--- src/rtl/nco_voice_mixer.sv ---
// Time-multiplexed NCO bank: NUM_VOICES phase accumulators share one set of sine/square/triangle/sawtooth LUTs.
// LUT contents come from the *_IMG parameters. Define NCO_MIX_SATURATE_EN to clamp the mix; otherwise it wraps.
module nco_voice_mixer #(
  parameter int unsigned NUM_VOICES     = 4,
  parameter int unsigned ACC_WIDTH      = 24,
  parameter int unsigned LUT_ADDR_WIDTH = 8,
  parameter int unsigned SAMPLE_WIDTH   = 20,
  parameter logic [(2**LUT_ADDR_WIDTH)*SAMPLE_WIDTH-1:0] SINE_IMG     = '0,
  parameter logic [(2**LUT_ADDR_WIDTH)*SAMPLE_WIDTH-1:0] SQUARE_IMG   = '0,
  parameter logic [(2**LUT_ADDR_WIDTH)*SAMPLE_WIDTH-1:0] TRIANGLE_IMG = '0,
  parameter logic [(2**LUT_ADDR_WIDTH)*SAMPLE_WIDTH-1:0] SAWTOOTH_IMG = '0,
  localparam int unsigned VOICE_W = (NUM_VOICES > 1) ? $clog2(NUM_VOICES) : 1
) (
  input  logic                    clk,
  input  logic                    rst_n,
  input  logic                    cfg_we,
  input  logic [VOICE_W-1:0]      cfg_voice,
  input  logic [ACC_WIDTH-1:0]    cfg_fcw,
  input  logic [19:0]             cfg_shift,
  input  logic                    cfg_en,
  input  logic                    cfg_phase_clr,
  input  logic                    sample_req,
  output logic [SAMPLE_WIDTH-1:0] sum_out,
  output logic                    sum_valid,
  input  logic                    sum_ready,
  output logic                    busy,
  output logic                    overrun
);

  localparam int unsigned ACCW = SAMPLE_WIDTH + 2 + $clog2(NUM_VOICES);
  localparam logic [4:0] MUTE = 5'd31;
  localparam logic signed [ACCW-1:0] SAT_HI = ACCW'((64'd1 << (SAMPLE_WIDTH - 1)) - 64'd1);
  localparam logic signed [ACCW-1:0] SAT_LO = ~SAT_HI;

  typedef enum logic [1:0] {IDLE, RUN, DRAIN, HOLD} state_t;
  state_t state_q, state_d;

  logic [ACC_WIDTH-1:0]      phase [NUM_VOICES];
  logic [ACC_WIDTH-1:0]      fcw   [NUM_VOICES];
  logic [19:0]               shift [NUM_VOICES];
  logic [NUM_VOICES-1:0]     en;
  logic [VOICE_W-1:0]        v;
  logic                      last_voice;
  logic                      drain_cnt;
  logic [LUT_ADDR_WIDTH-1:0] rd_addr;
  logic                      s1_valid;
  logic                      s1_en;
  logic [SAMPLE_WIDTH-1:0]   s1_word [4];
  logic [19:0]               s1_shift;
  logic signed [ACCW-1:0]    acc;
  logic signed [ACCW-1:0]    mix;
  logic [SAMPLE_WIDTH-1:0]   reduced;

  function automatic logic signed [ACCW-1:0] scale(input logic [SAMPLE_WIDTH-1:0] word,
                                                   input logic [4:0] amt);
    logic signed [ACCW-1:0] ext;
    ext = ACCW'($signed(word));
    return (amt == MUTE) ? '0 : (ext >>> amt);
  endfunction

  assign last_voice = (v == VOICE_W'(NUM_VOICES - 1));
  assign rd_addr    = phase[v][ACC_WIDTH-1 -: LUT_ADDR_WIDTH];
  assign busy       = (state_q != IDLE);

  always_ff @(posedge clk) begin
    if (!rst_n) state_q <= IDLE;
    else        state_q <= state_d;
  end

  always_comb begin
    state_d = state_q;
    case (state_q)
      IDLE:    if (sample_req) state_d = RUN;
      RUN:     if (last_voice) state_d = DRAIN;
      DRAIN:   if (drain_cnt) state_d = HOLD;
      HOLD:    if (sum_valid && sum_ready) state_d = IDLE;
      default: state_d = IDLE;
    endcase
  end

  // A phase clear wins over the advance; an advance in the same cycle as a write uses the old fcw/en.
  always_ff @(posedge clk) begin
    if (!rst_n) begin
      for (int unsigned i = 0; i < NUM_VOICES; i++) begin
        phase[i] <= '0;
        fcw[i]   <= '0;
        shift[i] <= '1;
      end
      en <= '0;
    end else begin
      for (int unsigned i = 0; i < NUM_VOICES; i++) begin
        if (cfg_we && cfg_voice == VOICE_W'(i)) begin
          fcw[i]   <= cfg_fcw;
          shift[i] <= cfg_shift;
          en[i]    <= cfg_en;
        end
        if (cfg_we && cfg_voice == VOICE_W'(i) && cfg_phase_clr)
          phase[i] <= '0;
        else if (state_q == RUN && v == VOICE_W'(i) && en[i])
          phase[i] <= phase[i] + fcw[i];
      end
    end
  end

  always_comb begin
    mix = '0;
    if (s1_en)
      mix = scale(s1_word[0], s1_shift[19:15]) + scale(s1_word[1], s1_shift[14:10])
          + scale(s1_word[2], s1_shift[9:5])   + scale(s1_word[3], s1_shift[4:0]);
  end

  always_comb begin
`ifdef NCO_MIX_SATURATE_EN
    if (acc > SAT_HI)      reduced = SAT_HI[SAMPLE_WIDTH-1:0];
    else if (acc < SAT_LO) reduced = SAT_LO[SAMPLE_WIDTH-1:0];
    else                   reduced = acc[SAMPLE_WIDTH-1:0];
`else
    reduced = acc[SAMPLE_WIDTH-1:0];
`endif
  end

  always_ff @(posedge clk) begin
    if (!rst_n) begin
      v         <= '0;
      drain_cnt <= 1'b0;
      s1_valid  <= 1'b0;
      s1_en     <= 1'b0;
      s1_shift  <= '1;
      s1_word   <= '{default: '0};
      acc       <= '0;
      sum_out   <= '0;
      sum_valid <= 1'b0;
      overrun   <= 1'b0;
    end else begin
      s1_valid   <= (state_q == RUN);
      s1_en      <= en[v];
      s1_shift   <= shift[v];
      s1_word[0] <= SINE_IMG[rd_addr*SAMPLE_WIDTH +: SAMPLE_WIDTH];
      s1_word[1] <= SQUARE_IMG[rd_addr*SAMPLE_WIDTH +: SAMPLE_WIDTH];
      s1_word[2] <= TRIANGLE_IMG[rd_addr*SAMPLE_WIDTH +: SAMPLE_WIDTH];
      s1_word[3] <= SAWTOOTH_IMG[rd_addr*SAMPLE_WIDTH +: SAMPLE_WIDTH];
      if (s1_valid) acc <= acc + mix;
      case (state_q)
        IDLE: if (sample_req) begin
          v   <= '0;
          acc <= '0;
        end
        RUN: begin
          v         <= v + 1'b1;
          drain_cnt <= 1'b0;
        end
        DRAIN: drain_cnt <= 1'b1;
        HOLD: begin
          if (!sum_valid) begin
            sum_out   <= reduced;
            sum_valid <= 1'b1;
          end else if (sum_ready) begin
            sum_valid <= 1'b0;
          end
        end
        default: ;
      endcase
      if (sample_req && state_q != IDLE) overrun <= 1'b1;
    end
  end

endmodule

--- config.mk ---
export PLATFORM = sky130hd
export DESIGN_NAME = nco_voice_mixer
export DESIGN_NICKNAME = d
export VERILOG_FILES = /design/src/rtl/nco_voice_mixer.sv
export SDC_FILE = /design/constraint.sdc
export NUM_CORES = 1
export LEC_CHECK = 0
export ABC_AREA = 0
export BUFFER_PORTS_ARGS = -buffer_cell sky130_fd_sc_hd__buf_2
export CAP_MARGIN = 0
export CORE_MARGIN = 1.5
export CORE_UTILIZATION = 32
export DETAILED_ROUTE_END_ITERATION = 10
export HOLD_SLACK_MARGIN = 0.1
export PLACE_DENSITY = 0.86
export SLEW_MARGIN = 0
export SYNTH_ARGS = -nofsm -noshare
export SYNTH_HDL_FRONTEND = slang
export SYNTH_SLANG_ARGS = --single-unit
--- constraint.sdc ---
create_clock -name clk -period 2.05 [get_ports clk]
set_input_delay 0.1025 -clock clk [delete_from_list [all_inputs] [get_ports clk]]
set_output_delay 0.1025 -clock clk [all_outputs]
set_load 0.02 [all_outputs]
After elaboration in Yosys (flattened, before gate mapping)
Memories as Yosys holds them, arrays and structs flattened. A register that Yosys moved wholly into a read port is not among the register bits.
Index checks and enable logic that the tools add are counted.
{"block": "word_totals", "regBits": 77, "ram_bits": 272, "in_bits": 53, "memories": 3}
{"block": "classes", "add_sub_neg": 9, "mul": 1, "magnitude_cmp": 1, "n_eq_ne": 17, "shifts": 5, "muxes": 79, "bitwise": 17, "n_reduce_logical": 28}
{"name": "fcw", "depth": 4, "width": 24, "read_ports": 4, "rd_clocked_by_memory_dff": 0, "wr": 4, "line": "39", "rtl": "logic [ACC_WIDTH-1:0] fcw [NUM_VOICES];"}
{"name": "phase", "depth": 4, "width": 24, "read_ports": 5, "rd_clocked_by_memory_dff": 1, "wr": 4, "line": "38", "rtl": "logic [ACC_WIDTH-1:0] phase [NUM_VOICES];"}
{"name": "shift", "depth": 4, "width": 20, "read_ports": 1, "rd_clocked_by_memory_dff": 1, "wr": 4, "line": "40", "rtl": "logic [19:0] shift [NUM_VOICES];"}
{"op": "$shiftx A5120 B14 Y20 const A", "count": 1}
{"op": "$mux W24", "count": 20}
{"op": "$add A24 B24 Y24", "count": 8}
{"op": "$sshr A24 B5 Y24", "count": 4}
{"op": "$mux W20", "count": 4}
{"op": "$mux W1", "count": 44}
{"op": "$eq A5 B5 Y1 const B", "count": 4}
{"op": "$logic_and A1 B1 Y1", "count": 18}
{"op": "$or A1 B1 Y1", "count": 16}
{"op": "$mux W2", "count": 7}
{"op": "$eq A2 B2 Y1 const B", "count": 6}
{"op": "$mul A8 B3 Y11 const B", "count": 1}
{"op": "$ne A2 B2 Y1 const B", "count": 4}
{"op": "$pmux W2 S4", "count": 1}
{"op": "$eq A2 B1 Y1 const B", "count": 3}
{"op": "$logic_not A2 Y1", "count": 3}
{"op": "$reduce_bool A2 Y1", "count": 3}
{"op": "$pmux W2 S2", "count": 1}
{"op": "$reduce_and A2 Y1", "count": 2}
{"op": "$reduce_and A4 Y1", "count": 1}
{"op": "$lt A2 B3 Y1 const B", "count": 1}
{"op": "$add A2 B1 Y2 const B", "count": 1}
{"op": "$bmux W1 S2", "count": 1}
{"op": "$pmux W1 S2", "count": 1}
{"op": "other kinds (2)", "count": 2}

Longest topological paths before layout
{"block": "depth", "word_depth": 10, "ltp_mapped": 5, "mapped_depth_nobuf": 5}

Worst setup path before layout
OpenSTA, ideal clock, no wires.
{"block": "synth_path", "kind": "register -> register", "from": "reg state_q[0]", "to": "reg state_q[1]", "setup_time_ns": 0.072, "t_arrival_ns": 1.287, "setup_slack_ns": 0.691, "stages_incl_launch_ff": 6, "cell_sequence": "dfxtp_1 inv_1 ha_1 nor2b_4 a2111oi_4 mux2i_1"}
{"block": "synth_via", "elab_chain_cells": 3, "word_cells_on_any_way": 10, "cone_classes": "7 x eq/ne; 1 x mux; 2 x reduce/logical"}
{"element": "from (decl)", "line": "36", "rtl": "state_t state_q, state_d;"}
{"element": "from (signal assigned)", "line": "67", "rtl": "else state_q <= state_d;"}
{"element": "$eq A2 B2 Y1 (tied with other cells)", "line": "72", "rtl": "case (state_q)"}
{"element": "$ne A2 B2 Y1 (no source line)"}
{"element": "$reduce_and A4 Y1 (no source line)"}
Several ways; a longest one is shown, not always the timed one.
A chain may end at the register's enable or synchronous reset.

Final worst setup path
Ends and elaborated chain as after synthesis.

==> results.sh <==
export IMPL_grt_setup_unrepaired="no"
export IMPL_placedCellCount=80
export IMPL_r2r_start="state_q[0]"
export IMPL_crit_path_max_fanout=4
export IMPL_drc=0
export IMPL_hold_class="input pin to flop"
export IMPL_preCtsSetupSlack_ns=0.572
export IMPL_area_delta_synth_final_pct=1.33
export IMPL_dieArea_um2=2020
export IMPL_critPathCaptureType="flop"
export IMPL_clkSinkCount=7
export IMPL_wl_per_cell_um=8.89
export IMPL_power_leakage_nw=0.290
export IMPL_r2r_cells=5
export IMPL_period_needed_ns=1.48
export IMPL_fin_ws_ns=0.573
export IMPL_drt_total_wl_um=756
export IMPL_synth_cell_area_um2=563
export IMPL_cts_max_level=1
export IMPL_dpl_hpwl_um=603
export IMPL_ant_nets=0
export IMPL_finalClockSkew_ns=0.000264
export IMPL_post_cts_setup_buffer_count=0
export IMPL_vias=357
export IMPL_final_core_util=0.362
export IMPL_setup_viol=0
export IMPL_crit_type="flop to flop"
export IMPL_fin_cells=85
export IMPL_yosysSeqAreaShare=0.249
export IMPL_coreArea_um2=1580
export IMPL_met3_wirelength_um=82
export IMPL_cts_hold_buf=1
export IMPL_rows=14
export IMPL_synthFlopType="dfxtp_1"
export IMPL_startpoint="state_q[0]"
export IMPL_fin_tns_setup_ns=0
export IMPL_ys_warn_count=0
export IMPL_numCtsBuffers=3
export IMPL_port_buffers=6
export IMPL_placed_cell_area_um2=534
export IMPL_detail_route_first_pass_iterations=4
export IMPL_start_util=0.357
export IMPL_ys_top_cells_by_area="buf_4 27%, dfxtp_1 25%, ha_1 11%"
export IMPL_clk_latency_ns=0.25
export IMPL_synth_seq_cells=7
export IMPL_clk_path_buf_depth=2
export IMPL_maxSlewViolCount=0
export IMPL_grt_total_usage=0.0866
export IMPL_syn_inst=59
export IMPL_ctsRootBufferMaster="clkbuf_4"
export IMPL_critPathCapture="state_q[1]"
export IMPL_rrSetupSlack_ns=0.57
export IMPL_hold_violations=0
export IMPL_n_antenna_cell=0
export IMPL_topRoutingLayerUsed="met3"
export IMPL_cts_tree="built"
export IMPL_max_freq_mhz=677
export IMPL_vias_per_cell=4.20
export IMPL_grt_first_pass_wirelength_mm=1.28
export IMPL_overflow=0
export IMPL_layout_nets=128
export IMPL_yosysUniqueCellTypes=20
export IMPL_synth_largest_area_cell="buf_4"
export IMPL_yosysTopAreaCellShare=0.267
export IMPL_die_w_um=44.9
export IMPL_arrival_ns=1.66
export IMPL_met2_length_um=339
export IMPL_vdd_drop_max_mv=0.424
export IMPL_fin_crit_sh=0.720
export IMPL_status="completed"
export IMPL_p_per_area_nw_per_um2=1230
export IMPL_syn_avg_cell_area_um2=9.54
export IMPL_drt_met1_wl_um=334
export IMPL_cp_required_ns=2.23
export IMPL_grt_pass1_vias=321
export IMPL_drt_iter0_drc=8
export IMPL_power_total_mw=0.700
export IMPL_maxCapViolCount=0
export IMPL_design_area_um2=571
export IMPL_synth_edf_count=0
export IMPL_post_cts_resized=0
export IMPL_worst_hold_slack_ns=0.149
export IMPL_grt_antenna_before_repair=0
export IMPL_grt_max_degree=9
export IMPL_drive_above_1_share=0.188
export IMPL_clkTransAtPathRegs_ns=0.05
export IMPL_die_h_um=44.9
export IMPL_async_reset_ff_frac=0
export IMPL_io_pins=76
export IMPL_cp_start_kind="flop"
export IMPL_reg2reg_to="state_q[1]"
export IMPL_place_gp_congestion=0.740
[cell usage in the layout (no fill, tap or decap), types with 2 or more instances in the layout]
cell / netlist / final
buf_2: 0 / 6
clkbuf_4: 0 / 3
conb_1: 1 / 20
dfxtp_1: 7 / 7
ha_1: 5 / 5
inv_1: 3 / 3
mux2i_1: 3 / 3
nand2_1: 3 / 3
nor2b_1: 4 / 4
nor2b_4: 2 / 2
[cell families after synthesis]
family | after synthesis | share of synthesized area
buffers and inverters | 23 | 0.287
and+or+nand+nor | 12 | 0.149
AOI/OAI and AO/OA | 8 | 0.144
DFF | 7 | 0.249
adders and majority gates | 5 | 0.111
muxes | 3 | 0.0533
other | 1 | 0.00666
[worst min path at each step]
stage                     depth (start not counted)    endpoint  startpoint  slack [ns]
after floorplan                                   1   sum_valid   sum_ready        0.21
after global placement                            2   sum_valid   sum_ready        0.33
after detailed placement                          2   sum_valid   sum_ready        0.33
after CTS                                         3     overrun  sample_req        0.15
after global routing                              2  state_q[0]       rst_n        0.17
final                                             3     overrun  sample_req        0.15
[layout make-up]
class / count / area (um^2)
inverters: 3 / 11.3
fillers: 172 / 1010
multi-input cells: 48 / 333
repair buffers: 7 / 40.0
flip-flops and latches: 7 / 140
well taps: 16 / 20.0
clock buffers: 4 / 26.3
[power by group]
part	leakage [nW]	total, mW	switching (mW)	internal, mW
registers	0.0571	0.202	0.0291	0.173
logic	0.218	0.373	0.205	0.168
clock network	0.0150	0.125	0.0509	0.0743
total	0.290	0.700	0.285	0.415
[state kept, by name (all words and copies together) (netlist names)]
| register | count |
|---|---|
| state_q | 2 |
| v | 2 |
| drain_cnt | 1 |
| overrun | 1 |
| sum_valid | 1 |
[critical path: stages, from the launching register on]
cell and delay (ns):
dfxtp_1 0.37, inv_1 0.08, ha_1 0.24, nor2b_4 0.15
a2111oi_4 0.36, mux2i_1 0.21
[cell usage after synthesis (2+ instances only)]
library cell,number
dfxtp_1,7
ha_1,5
nor2b_4,2
inv_1,3
buf_4,20
nor2b_1,4
nand2_1,3
mux2i_1,3
[routing by layer]
layer | vias up | global-route usage
li1 | 175 | -
met1 | 158 | 0.0980
met2 | 24 | 0.143
met3 | 0 | 0.0480
met4 | 0 | 0.0176
met5 | - | 0
Note: power is estimated with default switching activity, not from simulation.
